===== config.mk =====
export PLATFORM = sky130hd
export DESIGN_NAME = wb_ooo_slave
export DESIGN_NICKNAME = d
export VERILOG_FILES = /design/src/rtl/wb_ooo_slave.sv
export SDC_FILE = /design/constraint.sdc
export NUM_CORES = 2
export LEC_CHECK = 0
export ABC_AREA = 1
export CAP_MARGIN = 10
export CORE_MARGIN = 2
export CORE_UTILIZATION = 40
export DETAILED_ROUTE_END_ITERATION = 7
export SKIP_LAST_GASP = 1
export SLEW_MARGIN = 10
export SYNTH_ARGS = -nofsm -noshare
export SYNTH_HDL_FRONTEND = slang
export SYNTH_SLANG_ARGS = --single-unit

===== constraint.sdc =====
create_clock -name clk -period 5.6 [get_ports clk]
set_input_delay 0.56 -clock clk [delete_from_list [all_inputs] [get_ports clk]]
set_output_delay 0.56 -clock clk [all_outputs]
set_load 0.03 [all_outputs]

===== src/rtl/wb_ooo_slave.sv =====
// wb_ooo_slave: Wishbone pipelined slave endpoint with tagged, out-of-order
// completion. Each accepted request waits in one of DEPTH slots for a fixed or
// LFSR-derived latency. The lowest-index slot whose countdown has expired then
// responds, one response per cycle.
module wb_ooo_slave #(
  parameter int          DATA_W    = 32,
  parameter int          ADDR_W    = 16,
  parameter int          MEM_AW    = 6,
  parameter int          TAG_W     = 4,
  parameter int          DEPTH     = 4,
  parameter int          FIXED_LAT = 0,
  parameter logic [15:0] LFSR_SEED = 16'hACE1
) (
  input  logic                  clk,
  input  logic                  rst,
  input  logic                  CYC_I,
  input  logic                  STB_I,
  input  logic                  WE_I,
  input  logic [ADDR_W-1:0]     ADR_I,
  input  logic [DATA_W/8-1:0]   SEL_I,
  input  logic [DATA_W-1:0]     DAT_I,
  input  logic [TAG_W-1:0]      TGA_I,
  output logic                  STALL_O,
  output logic                  ACK_O,
  output logic                  ERR_O,
  output logic                  RTY_O,
  output logic [DATA_W-1:0]     DAT_O,
  output logic [TAG_W-1:0]      TGD_O
);

  localparam int SEL_W = DATA_W / 8;
  localparam int IDX_W = $clog2(DEPTH);
  localparam int CNT_W = 4;

  logic [DEPTH-1:0]  slot_vld;
  logic [DEPTH-1:0]  slot_err;
  logic [TAG_W-1:0]  slot_tag [DEPTH];
  logic [DATA_W-1:0] slot_dat [DEPTH];
  logic [CNT_W-1:0]  slot_cnt [DEPTH];

  logic [DATA_W-1:0] mem [2**MEM_AW];

  logic [15:0]       lfsr;
  logic [15:0]       lfsr_next;

  logic              accept;
  logic              addr_err;
  logic [MEM_AW-1:0] mem_addr;
  logic [CNT_W-1:0]  lat;
  logic [DATA_W-1:0] load_dat;
  logic [IDX_W-1:0]  free_idx;
  logic [IDX_W-1:0]  sel_idx;
  logic              sel_vld;

  // Stall depends only on registered occupancy and CYC_I, never on STB_I.
  assign STALL_O   = (&slot_vld) | ~CYC_I;
  assign RTY_O     = 1'b0;
  assign accept    = CYC_I & STB_I & ~STALL_O;
  assign mem_addr  = ADR_I[MEM_AW-1:0];
  assign addr_err  = |ADR_I[ADDR_W-1:MEM_AW];
  // Galois form of the x^16+x^14+x^13+x^11+1 polynomial, shifting right.
  assign lfsr_next = {1'b0, lfsr[15:1]} ^ (lfsr[0] ? 16'hB400 : 16'h0000);
  assign lat       = (FIXED_LAT != 0) ? CNT_W'(FIXED_LAT)
                                      : {1'b0, lfsr[2:0]} + CNT_W'(1);
  // Reads capture memory before this cycle's write lands, so they see old data.
  assign load_dat  = (WE_I | addr_err) ? '0 : mem[mem_addr];

  // Pick the lowest free slot for an accept and the lowest eligible slot to respond.
  always_comb begin
    // NOTE: every combinational output gets a default first so no path can infer a latch.
    free_idx = '0;
    sel_idx  = '0;
    sel_vld  = 1'b0;
    for (int i = DEPTH - 1; i >= 0; i--) begin
      if (!slot_vld[i]) free_idx = IDX_W'(i);
      if (slot_vld[i] && slot_cnt[i] == '0) begin
        sel_idx = IDX_W'(i);
        sel_vld = CYC_I;
      end
    end
  end

  // Commit non-error writes at accept time, byte-masked.
  // NOTE: the memory array is deliberately not reset so it maps onto plain RAM.
  always_ff @(posedge clk) begin
    if (accept && WE_I && !addr_err) begin
      for (int b = 0; b < SEL_W; b++) begin
        if (SEL_I[b]) mem[mem_addr][8*b +: 8] <= DAT_I[8*b +: 8];
      end
    end
  end

  // Slot payload: load on accept, otherwise count down while occupied.
  always_ff @(posedge clk) begin
    for (int i = 0; i < DEPTH; i++) begin
      if (accept && free_idx == IDX_W'(i)) begin
        slot_tag[i] <= TGA_I;
        slot_err[i] <= addr_err;
        slot_dat[i] <= load_dat;
        slot_cnt[i] <= lat;
      end else if (slot_vld[i] && slot_cnt[i] != '0) begin
        slot_cnt[i] <= slot_cnt[i] - CNT_W'(1);
      end
    end
  end

  // Slot occupancy: abort clears everything, else free on response, set on accept.
  always_ff @(posedge clk or negedge rst) begin
    // NOTE: state registers use non-blocking assignments so all flops update together.
    if (!rst) begin
      slot_vld <= '0;
    end else if (!CYC_I) begin
      slot_vld <= '0;
    end else begin
      for (int i = 0; i < DEPTH; i++) begin
        if (sel_vld && sel_idx == IDX_W'(i))       slot_vld[i] <= 1'b0;
        else if (accept && free_idx == IDX_W'(i))  slot_vld[i] <= 1'b1;
      end
    end
  end

  // Latency LFSR advances once per accepted request and survives aborts.
  always_ff @(posedge clk or negedge rst) begin
    if (!rst)        lfsr <= LFSR_SEED;
    else if (accept) lfsr <= lfsr_next;
  end

  // Registered response from the selected slot; all zero when nothing is selected.
  always_ff @(posedge clk or negedge rst) begin
    if (!rst) begin
      ACK_O <= 1'b0;
      ERR_O <= 1'b0;
      DAT_O <= '0;
      TGD_O <= '0;
    end else begin
      ACK_O <= sel_vld & ~slot_err[sel_idx];
      ERR_O <= sel_vld &  slot_err[sel_idx];
      DAT_O <= sel_vld ? slot_dat[sel_idx] : '0;
      TGD_O <= sel_vld ? slot_tag[sel_idx] : '0;
    end
  end

endmodule


==> metrics.txt <==
# TYPE chip_impl_metric gauge
chip_impl_metric{name="clock_latency",unit="ps"} 880
chip_impl_info{name="worst-setup-path-type",value="input port to flop"} 1
chip_impl_metric{name="residual_drc_count",unit=""} 0
chip_impl_metric{name="finish.utilization",unit=""} 0.451
chip_impl_metric{name="area_delta_synth_final",unit="%"} 12.0
chip_impl_metric{name="post-dp-hpwl",unit="mm"} 165
chip_impl_info{name="crit_path_top_delay_cell",value="sky130_fd_sc_hd__nor2_1"} 1
chip_impl_metric{name="die_width",unit="um"} 497
chip_impl_metric{name="seq_power_share",unit=""} 0.522
chip_impl_info{name="critical_path.startpoint",value="ADR_I[5]"} 1
chip_impl_info{name="outcome",value="complete, no violations"} 1
chip_impl_metric{name="port_buffers",unit=""} 99
chip_impl_metric{name="worstMarginPinSlew",unit="ps"} 1250
chip_impl_metric{name="post_route_cells_drive_above_1_share",unit=""} 0.0812
chip_impl_info{name="synth_area_leader_cell",value="sky130_fd_sc_hd__edfxtp_1"} 1
chip_impl_metric{name="critical_path.max_fanout",unit=""} 25
chip_impl_metric{name="pwr-share-comb",unit=""} 0.050
chip_impl_metric{name="clkSlewWorstSetupHoldPaths",unit="ps"} 60
chip_impl_metric{name="netlist_cell_types",unit=""} 35
chip_impl_metric{name="cellPowerDensity",unit="nW/um^2"} 330
chip_impl_metric{name="stdcell_count",unit=""} 12600
chip_impl_metric{name="top_achievable_clock_speed",unit="MHz"} 262
chip_impl_metric{name="final_min_period_over_clock_period",unit=""} 0.680
chip_impl_metric{name="synth-simple-area-share",unit=""} 0.188
chip_impl_metric{name="worst_path_largest_cell_delay",unit="ps"} 860
chip_impl_metric{name="number_of_global_route_vias_before_repair",unit=""} 60700
chip_impl_metric{name="required",unit="ps"} 6110
chip_impl_info{name="rsz0062_at_grt",value="no"} 1
chip_impl_metric{name="reg2reg_depth",unit=""} 6
chip_impl_info{name="worstSetupStartpointType",value="input port"} 1
chip_impl_metric{name="arrival",unit="ps"} 4320
chip_impl_metric{name="slew-limit-headroom",unit=""} 0.167
chip_impl_metric{name="synthesis.area",unit="sq um"} 97100
chip_impl_metric{name="fin_crit",unit="ps"} 3810
chip_impl_metric{name="cts_made_buffers",unit=""} 228
chip_impl_metric{name="yosys_warnings",unit=""} 0
chip_impl_metric{name="antenna_left",unit=""} 0
chip_impl_metric{name="dp_worst_setup_slack",unit="ps"} 986
chip_impl_metric{name="clockPowerShare",unit=""} 0.428
chip_impl_info{name="synth.cells.most_frequent",value="2515 x sky130_fd_sc_hd__nand2_1, 2212 x sky130_fd_sc_hd__edfxtp_1, 1665 x sky130_fd_sc_hd__inv_1"} 1
chip_impl_metric{name="ios",unit=""} 101
chip_impl_metric{name="postCtsResizedCells",unit=""} 0
chip_impl_metric{name="post_synth_mux_area_share",unit=""} 0
chip_impl_metric{name="postSynthAreaPerCell",unit="sq um"} 10.6
chip_impl_metric{name="final_net_count",unit=""} 9246
chip_impl_metric{name="finalSetupViolCount",unit=""} 0
chip_impl_info{name="crit_path_end",value="mem[35][19]$_DFFE_PP_"} 1
chip_impl_metric{name="net-switching-power",unit="mW"} 8.00
chip_impl_metric{name="clkSinkCount",unit=""} 2270
chip_impl_info{name="hp-class",value="input port to flop"} 1
chip_impl_info{name="tritoncts",value="yes"} 1
chip_impl_metric{name="cts_htree_levels",unit=""} 4
chip_impl_metric{name="synth_edf_count",unit=""} 2212
chip_impl_metric{name="fin_skew",unit="ps"} 56.1
chip_impl_metric{name="power.internal",unit="mW"} 27.9
chip_impl_metric{name="area_share_of_fa_ha_maj_cells_after_synthesis",unit=""} 0.00103
chip_impl_metric{name="first_pass_grt_wire_length",unit="mm"} 400
chip_impl_metric{name="core_area",unit="sq um"} 241000
chip_impl_metric{name="tns",unit="ps"} 0
chip_impl_metric{name="leakagePower",unit="nW"} 45.2
chip_impl_metric{name="detailroute.via_count",unit=""} 63400
chip_impl_metric{name="grt_max_degree",unit=""} 230
chip_impl_metric{name="postCtsHoldBufs",unit=""} 2
chip_impl_metric{name="cts_post_setup_buffers_inserted",unit=""} 0
chip_impl_metric{name="placed_cells_incl_taps",unit=""} 12100
chip_impl_info{name="reg2reg_from",value="slot_vld[2]$_DFFE_PN0P_"} 1
chip_impl_metric{name="final_worst_path_setup_slack",unit="ps"} 1790
chip_impl_metric{name="ir_drop",unit="mV"} 0.304
chip_impl_metric{name="synthesized_area_fraction_occupied_by_xor_and_xnor_cells",unit=""} 0.000993
chip_impl_metric{name="global_route.overflow_total",unit=""} 0
chip_impl_metric{name="initial_utilization",unit=""} 0.403
chip_impl_metric{name="std_cell_rows",unit=""} 180
chip_impl_info{name="synthFlopType",value="sky130_fd_sc_hd__edfxtp_1"} 1
chip_impl_metric{name="globalRouteTotalUtil",unit=""} 0.222
chip_impl_metric{name="reg2reg_slack",unit="ps"} 2000
chip_impl_metric{name="die_area",unit="sq um"} 247000
chip_impl_metric{name="die_y",unit="um"} 497
chip_impl_metric{name="post_synth_inst_count",unit=""} 9168
chip_impl_info{name="worstReg2RegEnd",value="mem[16][6]$_DFFE_PP_"} 1
chip_impl_metric{name="synthesis.nets",unit=""} 9237
chip_impl_metric{name="power.share.switching",unit=""} 0.223
chip_impl_info{name="synth_top_family_by_area",value="simple AND/OR/NAND/NOR gates"} 1
chip_impl_info{name="worst_setup_path_end_kind",value="flop"} 1
chip_impl_metric{name="antenna_found_initial",unit=""} 33
chip_impl_metric{name="ys_async_sr_fraction",unit=""} 0.0256
chip_impl_metric{name="dr.pass1.iters",unit=""} 8
chip_impl_metric{name="hold-path-cell-count",unit=""} 1
chip_impl_metric{name="place.gp.congestion",unit=""} 0.885
chip_impl_metric{name="route.final.wire_length",unit="mm"} 277
chip_impl_metric{name="maxCapViolations",unit=""} 0
chip_impl_metric{name="vias_per_cell",unit=""} 5.04
chip_impl_metric{name="detail_route.wl_per_cell",unit="um"} 22.1
chip_impl_metric{name="drt_iter0_drc",unit=""} 6982
chip_impl_info{name="cp_cell_sequence",value="clkdlybuf4s50_1, inv_1, nor3_2, buf_12, nand2_1, nor2_1"} 1
chip_impl_info{name="yosys-top-cells-area",value="sky130_fd_sc_hd__edfxtp_1 68%, sky130_fd_sc_hd__nand2_1 9.7%, sky130_fd_sc_hd__inv_1 6.4%"} 1
chip_impl_metric{name="synth_compound_area_frac",unit=""} 0.0251
chip_impl_metric{name="flops_latches_synth",unit=""} 2270
chip_impl_metric{name="timing_max_transition_violations_final",unit=""} 0
chip_impl_info{name="clock-root-buffer",value="sky130_fd_sc_hd__clkbuf_16"} 1
chip_impl_metric{name="cts.path.max_buffers",unit=""} 3
chip_impl_metric{name="seq_area_frac_synth",unit=""} 0.699
chip_impl_metric{name="synth_largest_type_area_fraction",unit=""} 0.684
chip_impl_info{name="synth.most_common_cell",value="sky130_fd_sc_hd__nand2_1"} 1
chip_impl_metric{name="final-hold-violation-count",unit=""} 0
==> area by class of cell <==
cell class | instances | area [sq um]
diodes | 20 | 50.0
clock buffers | 273 | 5940
clock inverters | 153 | 1610
fillers | 22200 | 132000
inverters | 1677 | 6310
multi-input cells | 4786 | 21000
flip-flops and latches | 2270 | 67900
well taps | 3185 | 3990
repair buffers | 214 | 1940
==> registers in the layout, indices dropped and copies added (netlist names) <==
register	count
slot_dat	128
ACK_O	1
mem	2048
TGD_O	4
slot_err	4
slot_vld	4
slot_tag	16
lfsr	16
DAT_O	32
slot_cnt	16
ERR_O	1
==> worst max-delay path, delay by kind of cell <==
| family | cells | cell delay [ps] |
|---|---|---|
| and+or+nand+nor | 3 | 2310 |
| buffers and inverters | 3 | 1390 |
==> per-stage QoR <==
step	area [sq um]	power (mW)	hold WS [ps]
after detailed placement	101000	20.9	447
after CTS	109000	36.1	301
final	109000	35.9	358
after floorplan	97100	20.0	264
after global routing	109000	36.9	324
after global placement	101000	20.9	449
==> metal layers <==
metal,up-vias,part of all wire,track usage
li1,29600,-,-
met1,30600,0.41,0.298
met2,2652,0.45,0.348
met3,503,0.10,0.0564
met4,14,0.040,0.0853
met5,-,0.00035,0
==> cells in the final DEF, fill, tap and decap left out, types with 94 or more instances in the layout <==
master and instances:
sky130_fd_sc_hd__nand2_1 2514, sky130_fd_sc_hd__edfxtp_1 2212, sky130_fd_sc_hd__inv_1 1664, sky130_fd_sc_hd__nand3_1 951
sky130_fd_sc_hd__nor2_1 521, sky130_fd_sc_hd__o21ai_0 257, sky130_fd_sc_hd__clkbuf_16 229, sky130_fd_sc_hd__or2_2 224
sky130_fd_sc_hd__o21ai_1 97, sky130_fd_sc_hd__buf_4 94
==> kinds of logic after synthesis <==
group	Yosys count
buffers and inverters	2112
flip-flops	2270
AND/OR/NAND/NOR	4311
other	1
XOR/XNOR	11
adder cells (fa/ha/maj)	8
AO/OA/AOI/OAI	455
==> power groups by stage <==
| stage | sequential [mW] | combinational [mW] | clock [mW] |
|---|---|---|---|
| 2_1_floorplan | 19.1 | 0.914 | 0 |
| 3_3_place_gp | 19.1 | 1.76 | 0 |
| 4_1_cts | 18.7 | 1.78 | 15.6 |
| 3_5_place_dp | 19.1 | 1.77 | 0 |
| 6_report | 18.7 | 1.78 | 15.4 |
| 5_1_grt | 18.7 | 1.94 | 16.2 |
==> how the worst min path moves through the flow <==
stage,start,end
floorplan,rst,ACK_O$_DFF_PN0_
global placement,slot_dat[1][6]$_DFFE_PP_,DAT_O[6]$_DFF_PN0_
detailed placement,slot_dat[1][1]$_DFFE_PP_,DAT_O[1]$_DFF_PN0_
CTS,TGA_I[3],slot_tag[2][3]$_DFFE_PP_
global route,TGA_I[3],slot_tag[2][3]$_DFFE_PP_
finish,TGA_I[3],slot_tag[2][3]$_DFFE_PP_
No activity file was read; power rests on OpenSTA's default activity.
